<file path="src/rtl/rdyval2reqack_pkg.sv">
// Shared types for the ready/valid to req/ack buffer.
package rdyval2reqack_pkg;

  // Output handshake flavour: toggle-per-transfer or return-to-zero.
  typedef enum logic {
    PH_TWO  = 1'b0,
    PH_FOUR = 1'b1
  } phase_mode_e;

  // Output FSM; ST_REQ_OFF is only reachable in PH_FOUR.
  typedef enum logic [1:0] {
    ST_IDLE    = 2'd0,
    ST_REQ_ON  = 2'd1,
    ST_REQ_OFF = 2'd2
  } state_e;

endpackage

</file>
<file path="src/rtl/hs_sync.sv">
// Multi-flop synchronizer for the returning ack; all flops clear on reset.
module hs_sync #(
  parameter int STAGES = 2
) (
  input  logic clk,
  input  logic rst,
  input  logic d,
  output logic q
);

  logic [STAGES-1:0] sync_q, sync_d;

  // Shift the raw input in at bit 0; the oldest sample leaves at the top.
  always_comb begin
    sync_d    = sync_q << 1;
    sync_d[0] = d;
  end

  // Synchronizer chain.
  always_ff @(posedge clk) begin
    if (rst) sync_q <= '0;
    else     sync_q <= sync_d;
  end

  assign q = sync_q[STAGES-1];

endmodule

</file>
<file path="src/rtl/rdyval2reqack_buf.sv">
// Ready/valid input buffered into a FIFO, drained one word at a time over a
// two- or four-phase req/ack output handshake.
module rdyval2reqack_buf
  import rdyval2reqack_pkg::*;
#(
  parameter int          DWIDTH      = 8,
  parameter int          DEPTH       = 4,
  parameter phase_mode_e PHASE_MODE  = PH_TWO,
  parameter int          SYNC_STAGES = 0
) (
  input  logic                       clk,
  input  logic                       rst,
  input  logic                       vld,
  output logic                       rdy,
  input  logic [DWIDTH-1:0]          i_dat,
  output logic                       req,
  input  logic                       ack,
  output logic [DWIDTH-1:0]          o_dat,
  output logic [$clog2(DEPTH+1)-1:0] level
);

  localparam int LW = $clog2(DEPTH + 1);
  localparam int PW = (DEPTH > 1) ? $clog2(DEPTH) : 1;

  if (DEPTH < 2 || DWIDTH < 1 ||
      !(SYNC_STAGES == 0 || SYNC_STAGES == 2 || SYNC_STAGES == 3)) begin : g_bad_param
    $error("rdyval2reqack_buf: illegal DEPTH/DWIDTH/SYNC_STAGES");
  end

  // Ack as seen by the FSM: raw, or through the synchronizer chain.
  logic ack_i;
  if (SYNC_STAGES == 0) begin : g_no_sync
    assign ack_i = ack;
  end else begin : g_sync
    hs_sync #(.STAGES(SYNC_STAGES)) u_ack_sync (
      .clk (clk),
      .rst (rst),
      .d   (ack),
      .q   (ack_i)
    );
  end

  logic [DWIDTH-1:0] mem_q [DEPTH];
  logic [PW-1:0]     wr_ptr_q, wr_ptr_d, rd_ptr_q, rd_ptr_d;
  logic [LW-1:0]     level_q, level_d;
  state_e            state_q, state_d;
  logic              req_q, req_d;
  logic [DWIDTH-1:0] odat_q, odat_d;
  logic              push, pop;

  // rdy comes straight from the occupancy flop so it never depends on vld.
  assign rdy  = (level_q != LW'(DEPTH));
  assign push = vld && rdy;
  // Pop only from IDLE: the head is read from storage written on an earlier
  // edge, so a word pushed this cycle can never launch on the same edge.
  assign pop  = (state_q == ST_IDLE) && (level_q != '0);

  // Pointer wrap and occupancy update; non power-of-2 DEPTH wraps explicitly.
  always_comb begin
    wr_ptr_d = wr_ptr_q;
    rd_ptr_d = rd_ptr_q;
    level_d  = level_q;
    if (push) wr_ptr_d = (wr_ptr_q == PW'(DEPTH - 1)) ? '0 : wr_ptr_q + PW'(1);
    if (pop)  rd_ptr_d = (rd_ptr_q == PW'(DEPTH - 1)) ? '0 : rd_ptr_q + PW'(1);
    unique case ({push, pop})
      2'b10:   level_d = level_q + LW'(1);
      2'b01:   level_d = level_q - LW'(1);
      default: level_d = level_q;
    endcase
  end

  // Output FSM next state: launch from IDLE, then wait for the awaited ack edge.
  always_comb begin
    state_d = state_q;
    req_d   = req_q;
    odat_d  = odat_q;
    unique case (state_q)
      ST_IDLE: begin
        if (pop) begin
          odat_d  = mem_q[rd_ptr_q];
          state_d = ST_REQ_ON;
          req_d   = (PHASE_MODE == PH_TWO) ? ~req_q : 1'b1;
        end
      end
      ST_REQ_ON: begin
        if (PHASE_MODE == PH_TWO) begin
          if (ack_i == req_q) state_d = ST_IDLE;
        end else if (ack_i) begin
          req_d   = 1'b0;
          state_d = ST_REQ_OFF;
        end
      end
      ST_REQ_OFF: begin
        if (!ack_i) state_d = ST_IDLE;
      end
      default: state_d = ST_IDLE;
    endcase
  end

  // FIFO storage; contents are don't-care until written, so no reset.
  always_ff @(posedge clk) begin
    if (push) mem_q[wr_ptr_q] <= i_dat;
  end

  // Control and output registers.
  always_ff @(posedge clk) begin
    if (rst) begin
      wr_ptr_q <= '0;
      rd_ptr_q <= '0;
      level_q  <= '0;
      state_q  <= ST_IDLE;
      req_q    <= 1'b0;
      odat_q   <= '0;
    end else begin
      wr_ptr_q <= wr_ptr_d;
      rd_ptr_q <= rd_ptr_d;
      level_q  <= level_d;
      state_q  <= state_d;
      req_q    <= req_d;
      odat_q   <= odat_d;
    end
  end

  assign req   = req_q;
  assign o_dat = odat_q;
  assign level = level_q;

endmodule

</file>
<file path="config.mk">
export PLATFORM = sky130hd
export DESIGN_NAME = rdyval2reqack_buf
export DESIGN_NICKNAME = d
export VERILOG_FILES = /design/src/rtl/rdyval2reqack_pkg.sv /design/src/rtl/hs_sync.sv /design/src/rtl/rdyval2reqack_buf.sv
export SDC_FILE = /design/constraint.sdc
export NUM_CORES = 1
export LEC_CHECK = 0
export CORE_UTILIZATION = 57
export CTS_BUF_LIST = sky130_fd_sc_hd__clkbuf_4
export CTS_CLUSTER_SIZE = 30
export DETAILED_ROUTE_END_ITERATION = 6
export PLACE_DENSITY = 0.8
export SLEW_MARGIN = 40
export SYNTH_ARGS = -nofsm -noshare
export SYNTH_HDL_FRONTEND = slang
export SYNTH_HIERARCHICAL = 1
export SYNTH_SLANG_ARGS = --single-unit
</file>
<file path="constraint.sdc">
create_clock -name clk -period 2.67 [get_ports clk]
set_input_delay 0.267 -clock clk [delete_from_list [all_inputs] [get_ports clk]]
set_output_delay 0.267 -clock clk [all_outputs]
set_load 0.02 [all_outputs]
</file>
# Word-level counts from Yosys, hierarchy flattened
# Memory sizes are Yosys's and may differ from the RTL's. A register that Yosys moved wholly into a read port is not among the register bits.
# Index checks and enable logic that the tools add are counted.
op_classes:
  n_eq_ne: 11
  addsub: 4
  bitwise: 1
  reduce_logical: 7
  mux: 9
ops:
  columns: ["op", "count"]
  rows:
  - ["two-way mux 2 bit", 5]
  - ["equality test 2 bit (second input constant)", 4]
  - ["!= test 2 bit (second input constant)", 3]
  - ["one-hot mux 2 bit (3 select lines)", 1]
  - ["one-hot mux 3 bit (2 select lines)", 1]
  - ["adder 2 x 1 -> 2 bit (second input constant)", 2]
  - ["equality test 2 x 1 -> 1 bit (second input constant)", 2]
  - ["adder 3 x 1 -> 3 bit (second input constant)", 1]
  - ["!= test 3 bit (second input constant)", 1]
  - ["AND reduction 3 bit", 1]
  - ["nonzero test 3 bit", 1]
  - ["subtractor 3 x 1 -> 3 bit (second input constant)", 1]
  - ["logical AND 1 bit", 2]
  - ["zero test 2 bit", 1]
  - ["two-way mux 1 bit", 2]
  - ["AND reduction 2 bit", 1]
  - ["nonzero test 2 bit", 1]
  - ["equality test 1 bit", 1]
  - ["NOT 1 bit", 1]
totals:
  ram_bits: 32
  reg_bits: 10
  memories: 1
  output_inout_bits: 13
mem_list:
  columns: ["name", "depth", "word_bits", "rd", "rd_ports_with_merged_regs", "write_ports", "line_no", "source"]
  rows:
  - ["mem_q", 4, 8, 1, 1, 1, "rdyval2reqack_buf.sv:43", "logic [DWIDTH-1:0] mem_q [DEPTH];"]

# Longest topological paths before layout
depth:
  depth_word: 4
  mapped_depth: 10
  ltp_nobuf: 9

# Least setup slack after synthesis
# OpenSTA, ideal clock, no wires.
synth_path:
  path_kind: "register -> register"
  from: "reg level_q[2] (netlist: level[2])"
  to: "reg level_q[2] (netlist: level[2])"
  t_arrival_ps: 2211
  required_ps: 2600
  slack_ps: 389
  period_less_slack_ps: 2281
  setup_ps: 70
  n_path_buf: 1
  stages_incl_launch_ff: 10
  cell_sequence: "dfxtp_1 -> or3b_1 -> buf_6 -> nand2_1 -> ha_1 -> inv_1 -> fa_1 -> xor2_1 -> or3_1 -> a21oi_1"
synth_between:
  elab_chain_cells: 4
synth_rtl:
  columns: ["item", "line_no", "source"]
  rows:
  - ["start, declared", "rdyval2reqack_buf.sv:45", "logic [LW-1:0] level_q, level_d;"]
  - ["start signal, assigned", "rdyval2reqack_buf.sv:117", "level_q <= level_d;"]
  - ["!= test 3 bit *", "rdyval2reqack_buf.sv:52", "assign rdy = (level_q != LW'(DEPTH));"]
  - ["via rdy", "rdyval2reqack_buf.sv:14", "output logic rdy,"]
  - ["logical AND 1 bit *", "rdyval2reqack_buf.sv:53", "assign push = vld && rdy;"]
  - ["equality test 2 x 1 -> 1 bit or equality test 2 bit (tied branches)", "rdyval2reqack_buf.sv:65", "unique case ({push, pop})"]
  - ["one-hot mux 3 bit (2 select lines) or nonzero test 2 bit (tied branches)", null, null]
# Mark *: on every way through the listed nets, which the timed path passes. The rest lies on a longest branch.
# A chain may end at the register's enable or synchronous reset.

# Worst setup path in the final report
layout_path:
  from: "reg level_q[2] (netlist: level[2])"
  to: "reg level_q[2] (netlist: level[2])"
layout_between:
  elab_chain_cells: 4
layout_rtl:
  columns: ["item", "line_no"]
  rows:
  - ["!= test 3 bit or nonzero test 3 bit (tied branches)", "rdyval2reqack_buf.sv:52, rdyval2reqack_buf.sv:56"]
  - ["logical AND 1 bit (on tied branches)", "rdyval2reqack_buf.sv:53, rdyval2reqack_buf.sv:56"]
  - ["equality test 2 x 1 -> 1 bit or equality test 2 bit (tied branches)", "rdyval2reqack_buf.sv:65"]
  - ["one-hot mux 3 bit (2 select lines) or nonzero test 2 bit (tied branches)", null]
# Parallel ways exist; a longest one is shown, timed or not.

==> impl_metrics.toml <==
[clock_tree]
insertion_delay_ns = 0.36
hold_buffers = 0
path_clk_slew_ns = 0.13
numCtsBuffers = 5
h-tree-depth = 2
cts_resized = 0
clockBufferDepth = 2
post_cts_buffers = 0
tritoncts = "done"
cts_root_buf = "clkbuf_4"
clock_sink_count = 49

[synthesis]
synth_top_family_by_area = "multiplexers"
synth_simple_gate_area_frac = 0.0766
synth.net_count = 160
synth-xor-area-share = 0.0132
synth_ff_type = "edfxtp_1"
synth_cell_type_count = 26
synthArstFlopShare = 0
synthAdderAreaFrac = 0.0477
synth-edff-count = 32
synth-seq-area-share = 0.653
synth_compound_area_frac = 0.0817
muxShareOfSynthArea = 0.0905
syn_area_mm2 = 0.00199
ys_warn_count = 6
avgSynthCellArea_um2 = 14.1
postSynthCellCount = 141
ys_ff_latch = 49

[placement]
gp_congestion = 0.774
io_buffers = 24
hpwl_mm = 2.28

[min_path]
hold_class = "flip-flop to flip-flop"
min_path_cells = 2

[sta]
max_freq_mhz = 426
period_share = 0.879
finalSetupTns_ns = 0
skew_ns = 0.00795
slew-limit-headroom = 0.571
layout_min_cycle_time_ns = 2.35
finalSetupViolations = 0
tightest_slew_ns = 0.641
holdWs_ns = 0.486
hold_viol = 0
drv_slew = 0
rsz0062_at_grt = "false"

[detailed_routing]
vias = 1196
drt_iter0_markers = 92
wire_per_inst_um = 15.8
post_drt_via_cell_ratio = 5.67
postRouteAntennaNets = 0
drc = 0
firstDrtPassIters = 5
drt-total-wl_mm = 3.33

[critical_path]
cp-start-kind = "flip-flop"
cp.required_ns = 2.97
regToRegEndpoint = "level[2]$_SDFFE_PP0P_"
slowest_delay_ns = 0.51
cpMaxStageDelayCell = "or3b_1"
crit_path_end_kind = "flip-flop"
critPathCapture = "level[2]$_SDFFE_PP0P_"
cp_data_arrival_time_ns = 2.64
reg2regPathDepth = 8
worstSetupStartpoint = "level[2]$_SDFFE_PP0P_"
rrSetupSlack_ns = 0.32
critical_path_class = "flip-flop to flip-flop"
timing.rr.start = "level[2]$_SDFFE_PP0P_"
worstPathMaxFanout = 10
crit_chain = "or3b_1, nand2_1, ha_1, inv_1, fa_1, xor2_1, or3_1, a21oi_1"

[power]
netSwitchingFraction = 0.348
p_sw_uw = 770
pwr_density_cell_mw_per_mm2 = 958
clkPwrFrac = 0.150
pwr-share-comb = 0.372
peakVddDrop_mv = 0.402
p_seq_frac = 0.478
p_int_uw = 1440
p_leak_uw = 0.000791

[die]
start_util = 0.597
die_area_mm2 = 0.00374
ios = 25
core_area_mm2 = 0.00334
die_h_um = 61.1
rows = 21
chipWidth_um = 61.1

[global_route]
grt_usage = 0.204
grt_max_degree = 18
antenna_found_initial = 0
grt_pass1_wl_mm = 5.08
grt_remaining_overflow = 0
grt_pass1_vias = 1129

[final_layout]
drive_gt1_frac = 0.152
mostFrequentLayoutCells = "32 x edfxtp_1, 24 x clkdlybuf4s50_1, 17 x dfxtp_1, 14 x a21oi_1, 12 x o21ai_0"
num-nets-final = 183
syn_to_final_growth_pct = 16.0
final_common_cell = "edfxtp_1"
diodes = 0

[flow_run]
cap_viol_max_count = 0

[run_status]
status = "completed"
registers in the layout, summed over array words and instances (netlist names):
| name | flops |
|---|---|
| level | 3 |
| mem_q | 32 |
| o_dat | 8 |
| rd_ptr_q | 2 |
| req | 1 |
| state_q | 1 |
| wr_ptr_q | 2 |
cell usage after synthesis (all sizes together), types with 2 or more instances:
cell	instances	area (µm²)
a21o	2	15.0
a21oi	16	87.6
and3	4	30.0
buf	6	36.3
clkbuf	3	11.3
dfxtp	17	340
edfxtp	32	961
ha	6	75.1
inv	6	22.5
mux4	8	180
nand2	3	11.3
nand3	11	55.1
nor2	4	15.0
o21ai	12	60.1
or3	3	20.0
xor2	3	26.3
power by group through the flow:
stage / sequential (µW) / clock [µW] / combinational [µW]
finish: 1060 / 331 / 823
global route: 1080 / 373 / 901
CTS: 1060 / 344 / 827
detailed placement: 1080 / 0 / 823
global placement: 1060 / 0 / 787
floorplan: 1100 / 0 / 525
critical path: cells and delay by family, from the launching register on:
kind	cells	cell delay, ns
flip-flops	1	0.44
AND/OR/NAND/NOR	3	0.94
XOR/XNOR	1	0.16
buffers and inverters	1	0.06
adder cells (fa/ha/maj)	2	0.55
AO/OA/AOI/OAI	1	0.14
how the worst min path moves through the flow:
| stage | start | endpoint |
|---|---|---|
| 5_1_grt | o_dat[2]$_SDFFE_PP0P_ | o_dat[2]$_SDFFE_PP0P_ |
| 4_1_cts | o_dat[2]$_SDFFE_PP0P_ | o_dat[2]$_SDFFE_PP0P_ |
| 3_5_place_dp | o_dat[2]$_SDFFE_PP0P_ | o_dat[2]$_SDFFE_PP0P_ |
| 3_3_place_gp | o_dat[5]$_SDFFE_PP0P_ | o_dat[5]$_SDFFE_PP0P_ |
| 6_report | o_dat[2]$_SDFFE_PP0P_ | o_dat[2]$_SDFFE_PP0P_ |
| 2_1_floorplan | i_dat[0] | mem_q[0][0]$_DFFE_PP_ |
through the flow:
stage / utilization / worst slack, ns / std cells / area (µm²) / total power [µW]
5_1_grt: 0.692 / 0.206 / 211 / 2310 / 2350
2_1_floorplan: - / 0.389 / 141 / 1990 / 1630
3_5_place_dp: 0.676 / 0.346 / 203 / 2250 / 1900
4_1_cts: 0.692 / 0.324 / 211 / 2310 / 2230
3_3_place_gp: 0.674 / 0.468 / 203 / 2250 / 1850
6_report: 0.692 / 0.322 / 211 / 2310 / 2210
logic make-up after synthesis:
group,count (synthesis)
AOI/OAI and AO/OA,30
xor gates and xnor gates,3
adders and majority gates,7
buffers and inverters,16
DFF,49
muxes,8
and+or+nand+nor,28
routing by layer:
layer | GRT usage | wire, µm | up-vias | share of wire
li1 | - | - | 574 | -
met1 | 0.233 | 1410 | 573 | 0.42
met2 | 0.337 | 1640 | 40 | 0.49
met3 | 0.0546 | 167 | 9 | 0.050
met4 | 0.136 | 105 | 0 | 0.032
met5 | 0 | 0 | - | 0
cell type report:
class                      instances  area, µm²
tap                               46       57.6
clock inverter                     2       10.0
clock buffer                       6       45.0
sequential                        49       1300
inverter                           7       26.3
fill                             231       1030
multi-input combinational         76        622
timing repair buffer              25        248
(Power assumes the default switching activity.)
